===== config.mk =====
export PLATFORM = sky130hd
export DESIGN_NAME = iir_inverse
export DESIGN_NICKNAME = d
export VERILOG_FILES = /design/src/rtl/iir_inverse.sv
export SDC_FILE = /design/constraint.sdc
export NUM_CORES = 1
export LEC_CHECK = 0
export ABC_CLOCK_PERIOD_IN_PS = 4350
export BUFFER_PORTS_ARGS = -buffer_cell sky130_fd_sc_hd__buf_4
export CORE_MARGIN = 4
export CORE_UTILIZATION = 59
export CTS_CLUSTER_DIAMETER = 60
export DETAILED_ROUTE_END_ITERATION = 12
export PLACE_DENSITY = 0.84
export SLEW_MARGIN = 30
export SYNTH_ARGS = -nofsm -noshare
export SYNTH_HDL_FRONTEND = slang
export SYNTH_SLANG_ARGS = --single-unit

===== constraint.sdc =====
create_clock -name clk -period 4.35 [get_ports clk]
set_input_delay 0.87 -clock clk [delete_from_list [all_inputs] [get_ports clk]]
set_output_delay 0.87 -clock clk [all_outputs]
set_load 0.1 [all_outputs]

===== src/rtl/iir_inverse.sv =====
// iir_inverse: recovers x[n] = (y[n] - A*y[n-1]) / B from a first-order IIR
// output stream; two-stage valid-qualified pipeline with inexact/sat flags.
//
// Ports:
//   clk, rst_n (async, active low), clr (sync clear)
//   in_valid, data_in[IN_W]          : filtered sample y[n]
//   out_valid, data_out[OUT_W]       : recovered sample x[n]
//   inexact, sat                     : per-output flags
//   err_sticky                       : held until clr or reset
module iir_inverse #(
  parameter int IN_W   = 16,
  parameter int OUT_W  = 8,
  parameter int COEF_W = 8,
  parameter int A      = -1,
  parameter int B      = 4
) (
  input  logic                    clk,
  input  logic                    rst_n,
  input  logic                    clr,
  input  logic                    in_valid,
  input  logic signed [IN_W-1:0]  data_in,
  output logic                    out_valid,
  output logic signed [OUT_W-1:0] data_out,
  output logic                    inexact,
  output logic                    sat,
  output logic                    err_sticky
);

  localparam int DW = IN_W + COEF_W + 1;

  localparam logic signed [DW-1:0] A_X  = DW'(A);
  localparam logic signed [DW-1:0] B_X  = DW'(B);
  localparam logic signed [DW-1:0] QMAX = DW'((2 ** (OUT_W - 1)) - 1);
  localparam logic signed [DW-1:0] QMIN = ~QMAX;

  if (B == 0) begin : g_bad_b
    $error("iir_inverse: B must be nonzero");
  end

  logic signed [IN_W-1:0]  y_prev_q;
  logic signed [DW-1:0]    d_q;
  logic                    v1_q;
  logic                    out_valid_q;
  logic signed [OUT_W-1:0] data_out_q;
  logic                    inexact_q;
  logic                    sat_q;
  logic                    err_q;

  logic signed [DW-1:0]    y_x;
  logic signed [DW-1:0]    yp_x;
  logic signed [DW-1:0]    d_d;
  logic signed [DW-1:0]    q;
  logic signed [DW-1:0]    r;
  logic signed [OUT_W-1:0] data_out_d;
  logic                    sat_d;
  logic                    inexact_d;

  // Full-width operands: the 24-bit product plus a 16-bit term
  // cannot overflow 25 bits.
  assign y_x  = DW'(data_in);
  assign yp_x = DW'(y_prev_q);
  assign d_d  = y_x - A_X * yp_x;

  // Signed / and % truncate toward zero; remainder follows d.
  assign q = d_q / B_X;
  assign r = d_q % B_X;

  always_comb begin
    sat_d      = 1'b0;
    inexact_d  = (r != '0);
    data_out_d = OUT_W'(q);
    if (q > QMAX) begin
      sat_d      = 1'b1;
      data_out_d = OUT_W'(QMAX);
    end else if (q < QMIN) begin
      sat_d      = 1'b1;
      data_out_d = OUT_W'(QMIN);
    end
  end

  always_ff @(posedge clk or negedge rst_n) begin
    if (!rst_n) begin
      y_prev_q    <= '0;
      d_q         <= '0;
      v1_q        <= 1'b0;
      out_valid_q <= 1'b0;
      data_out_q  <= '0;
      inexact_q   <= 1'b0;
      sat_q       <= 1'b0;
      err_q       <= 1'b0;
    end else if (clr) begin
      y_prev_q    <= '0;
      d_q         <= '0;
      v1_q        <= 1'b0;
      out_valid_q <= 1'b0;
      data_out_q  <= '0;
      inexact_q   <= 1'b0;
      sat_q       <= 1'b0;
      err_q       <= 1'b0;
    end else begin
      v1_q <= in_valid;
      if (in_valid) begin
        d_q      <= d_d;
        y_prev_q <= data_in;
      end
      out_valid_q <= v1_q;
      if (v1_q) begin
        data_out_q <= data_out_d;
        sat_q      <= sat_d;
        inexact_q  <= inexact_d;
        err_q      <= err_q | sat_d | inexact_d;
      end else begin
        sat_q      <= 1'b0;
        inexact_q  <= 1'b0;
      end
    end
  end

  assign out_valid  = out_valid_q;
  assign data_out   = data_out_q;
  assign inexact    = inexact_q;
  assign sat        = sat_q;
  assign err_sticky = err_q;

endmodule


==> flow_metrics.tcl <==
set metrics [dict create \
    path_max_fanout 9 \
    tritoncts "done" \
    power_density_mw_per_mm2 322 \
    grt_max_degree 55 \
    status "finished clean" \
    fin_area_sq_mm 0.00381 \
    rsz0062_at_grt "false" \
    maxSlewHeadroom 0.556 \
    diodes 0 \
    drive_above_1_share 0.125 \
    place_hpwl_um 5180 \
    grt_pass1_wl_um 12000 \
    ys_seq_elements 54 \
    finalMaxSlewViolations 0 \
    end_kind "register" \
    cts.clk_slew.worst_paths_ns 0.11 \
    core-area_sq_mm 0.00557 \
    firstDrtPassIters 4 \
    worstSetupStartpointType "register" \
    grt_pass1_vias 2574 \
    startpoint "d_q[24]" \
    yosysWarnings 0 \
    synth_edf_count 0 \
    cts.sinks 54 \
    routed_wl_um 7050 \
    rr_worst_depth 11 \
    place.gp.congestion 0.989 \
    hold_slack_ns 0.504 \
    synthDistinctLibCells 60 \
    peakVddDrop_mv 0.227 \
    final_cell_mix "54 x dfrtp_1, 39 x nor2_1, 31 x buf_4" \
    start_util 0.616 \
    cts_resized 0 \
    first_iter_violations 227 \
    fp.dieH_um 84.3 \
    max_freq_mhz 327 \
    ff2ff_setup_slack_ns 1.29 \
    worst_slew_pin_slew_ns 0.666 \
    wl_per_cell_um 15.2 \
    internal-power_uw 793 \
    io_pins 32 \
    post_dp_cell_area_sq_mm 0.00371 \
    swShare 0.353 \
    min_period_over_period 0.702 \
    power.total_mw 1.23 \
    die_x_um 84.3 \
    clockBufferDepth 2 \
    dp_slack_ns 1.28 \
    setup_viol 0 \
    dp.cells 456 \
    die-area_sq_mm 0.00711 \
    hold_viol 0 \
    rows 27 \
    critical_path_class "reg -> reg" \
    power_frac_comb 0.268 \
    seq_power_share 0.485 \
    finalSetupTns_ns 0 \
    synthCells 366 \
    drtAntennaViolNets 0 \
    cap_violations 0 \
    skew_ns 0.0151 \
    cp-endpoint "data_out[6]" \
    cts_made_buffers 5 \
    cp.arrival_ns 3.23 \
    ys_seq_area_frac 0.393 \
    r2r_start "d_q[24]" \
    layout_setup_ws_ns 1.29 \
    fin_crit_ns 3.06 \
    cts_root_buf "clkbuf_8" \
    final_cells 464 \
    vias 2815 \
    fin_util 0.683 \
    syn_area_per_cell_sq_um 9.38 \
    fillers 443 \
    cts_hold_buf 0 \
    required_ns 4.53 \
    finalNetCount 431 \
    power_frac_clock 0.248 \
    ys.flop_type "dfrtp_1" \
    synth-async-reset-ratio 1.00 \
    htreeDepth 2 \
    p_leak_nw 1.81 \
    gr-usage-all-layers 0.204 \
    clk_latency_ns 0.31 \
    power.switching_uw 432 \
    grt_antenna_before_repair 0 \
    drc 0 \
    min_path_type "reg -> reg" \
    post-cts-setup-buffer-count 0 \
    syn_area_sq_mm 0.00343 \
    viasPerCell 6.07 \
    final_common_cell "dfrtp_1" \
    syn_nets 406 \
    grt-ovfl-total 0 \
    area_growth_pct 10.9 \
    port-buffer-count 31 \
    worstReg2RegEnd "data_out[6]" \
]
worst min path at each step:
stage / start / endpoint / slack, ns / cells past startpoint
after global placement: data_out[2] / data_out[2] / 0.48 / 2
after detailed placement: data_out[4] / data_out[4] / 0.48 / 2
after floorplan: d_q[17] / d_q[17] / 0.49 / 1
after CTS: data_out[4] / data_out[4] / 0.51 / 2
final: data_out[4] / data_out[4] / 0.50 / 2
after global routing: data_out[4] / data_out[4] / 0.52 / 2
layer usage:
| layer | vias up | track usage | share of wire |
|---|---|---|---|
| met5 | - | 0 | 0 |
| met4 | 0 | 0.0599 | 0.014 |
| met3 | 10 | 0.0383 | 0.043 |
| met2 | 61 | 0.341 | 0.49 |
| met1 | 1353 | 0.269 | 0.45 |
| li1 | 1391 | - | - |
cell families (layout without fill, tap and decap cells):
group | after synthesis | in the layout | synth area share
compound gates | 87 | 87 | 0.175
xor+xnor | 16 | 16 | 0.0408
fa+ha+maj | 20 | 20 | 0.0750
mux | 28 | 28 | 0.0823
flops | 54 | 54 | 0.393
simple gates | 136 | 136 | 0.206
buf+inv | 25 | 51 | 0.0281
Yosys cell counts (all sizes together) (2+ instances only):
cell / instances / share of area
buf: 3 / 0.0040
xnor2: 12 / 0.031
a22oi: 2 / 0.0044
xor2: 4 / 0.010
o31ai: 3 / 0.0066
ha: 19 / 0.069
o21bai: 2 / 0.0044
o21ai: 16 / 0.024
nand4: 10 / 0.024
clkbuf: 10 / 0.011
mux2: 2 / 0.0066
a21oi: 22 / 0.032
a211oi: 4 / 0.0087
and3: 5 / 0.0091
a21o: 10 / 0.022
nor3: 12 / 0.017
inv: 12 / 0.013
nand3: 11 / 0.020
nor3b: 3 / 0.0066
or2: 3 / 0.0055
dfrtp: 54 / 0.39
nor2b: 2 / 0.0036
a31oi: 4 / 0.0073
nor4: 3 / 0.0073
or3: 3 / 0.0069
o21a: 4 / 0.0087
nand2: 31 / 0.035
mux2i: 26 / 0.076
nor2: 40 / 0.044
nand2b: 7 / 0.013
o221ai: 7 / 0.018
o211ai: 2 / 0.0044
layout make-up:
class | instances | area (sq um) | share of cell area
multi-input combinational | 287 | 1990 | 0.523
sequential | 54 | 1350 | 0.355
timing repair buffer | 31 | 233 | 0.0611
tap | 72 | 90.1 | 0.0237
clock buffer | 6 | 82.6 | 0.0217
inverter | 12 | 45.0 | 0.0118
clock inverter | 2 | 16.3 | 0.00427
worst max-delay path, cell delays in order, from the launching register on:
cell and delay (ns):
dfrtp_1 0.43, inv_1 0.12, nor2_1 0.18, ha_1 0.20
ha_1 0.20, nand3_1 0.15, nor2_1 0.29, nand4_1 0.19
mux2i_1 0.23, nand4_1 0.19, o41ai_4 0.55, o221ai_1 0.19
flip-flops by register name, indices dropped and copies added, names as in the netlist:
| register | count |
|---|---|
| err_sticky | 1 |
| d_q | 25 |
| inexact | 1 |
| v1_q | 1 |
| out_valid | 1 |
| data_out | 8 |
| y_prev_q | 16 |
| sat | 1 |
power by group through the flow:
stage	Sequential [mW]	Clock, mW	Combinational [mW]
2_1_floorplan	0.651	0	0.189
3_3_place_gp	0.599	0	0.318
3_5_place_dp	0.603	0	0.328
4_1_cts	0.593	0.311	0.329
5_1_grt	0.601	0.335	0.358
6_report	0.594	0.303	0.328
Power figures use the tool's default switching activity.
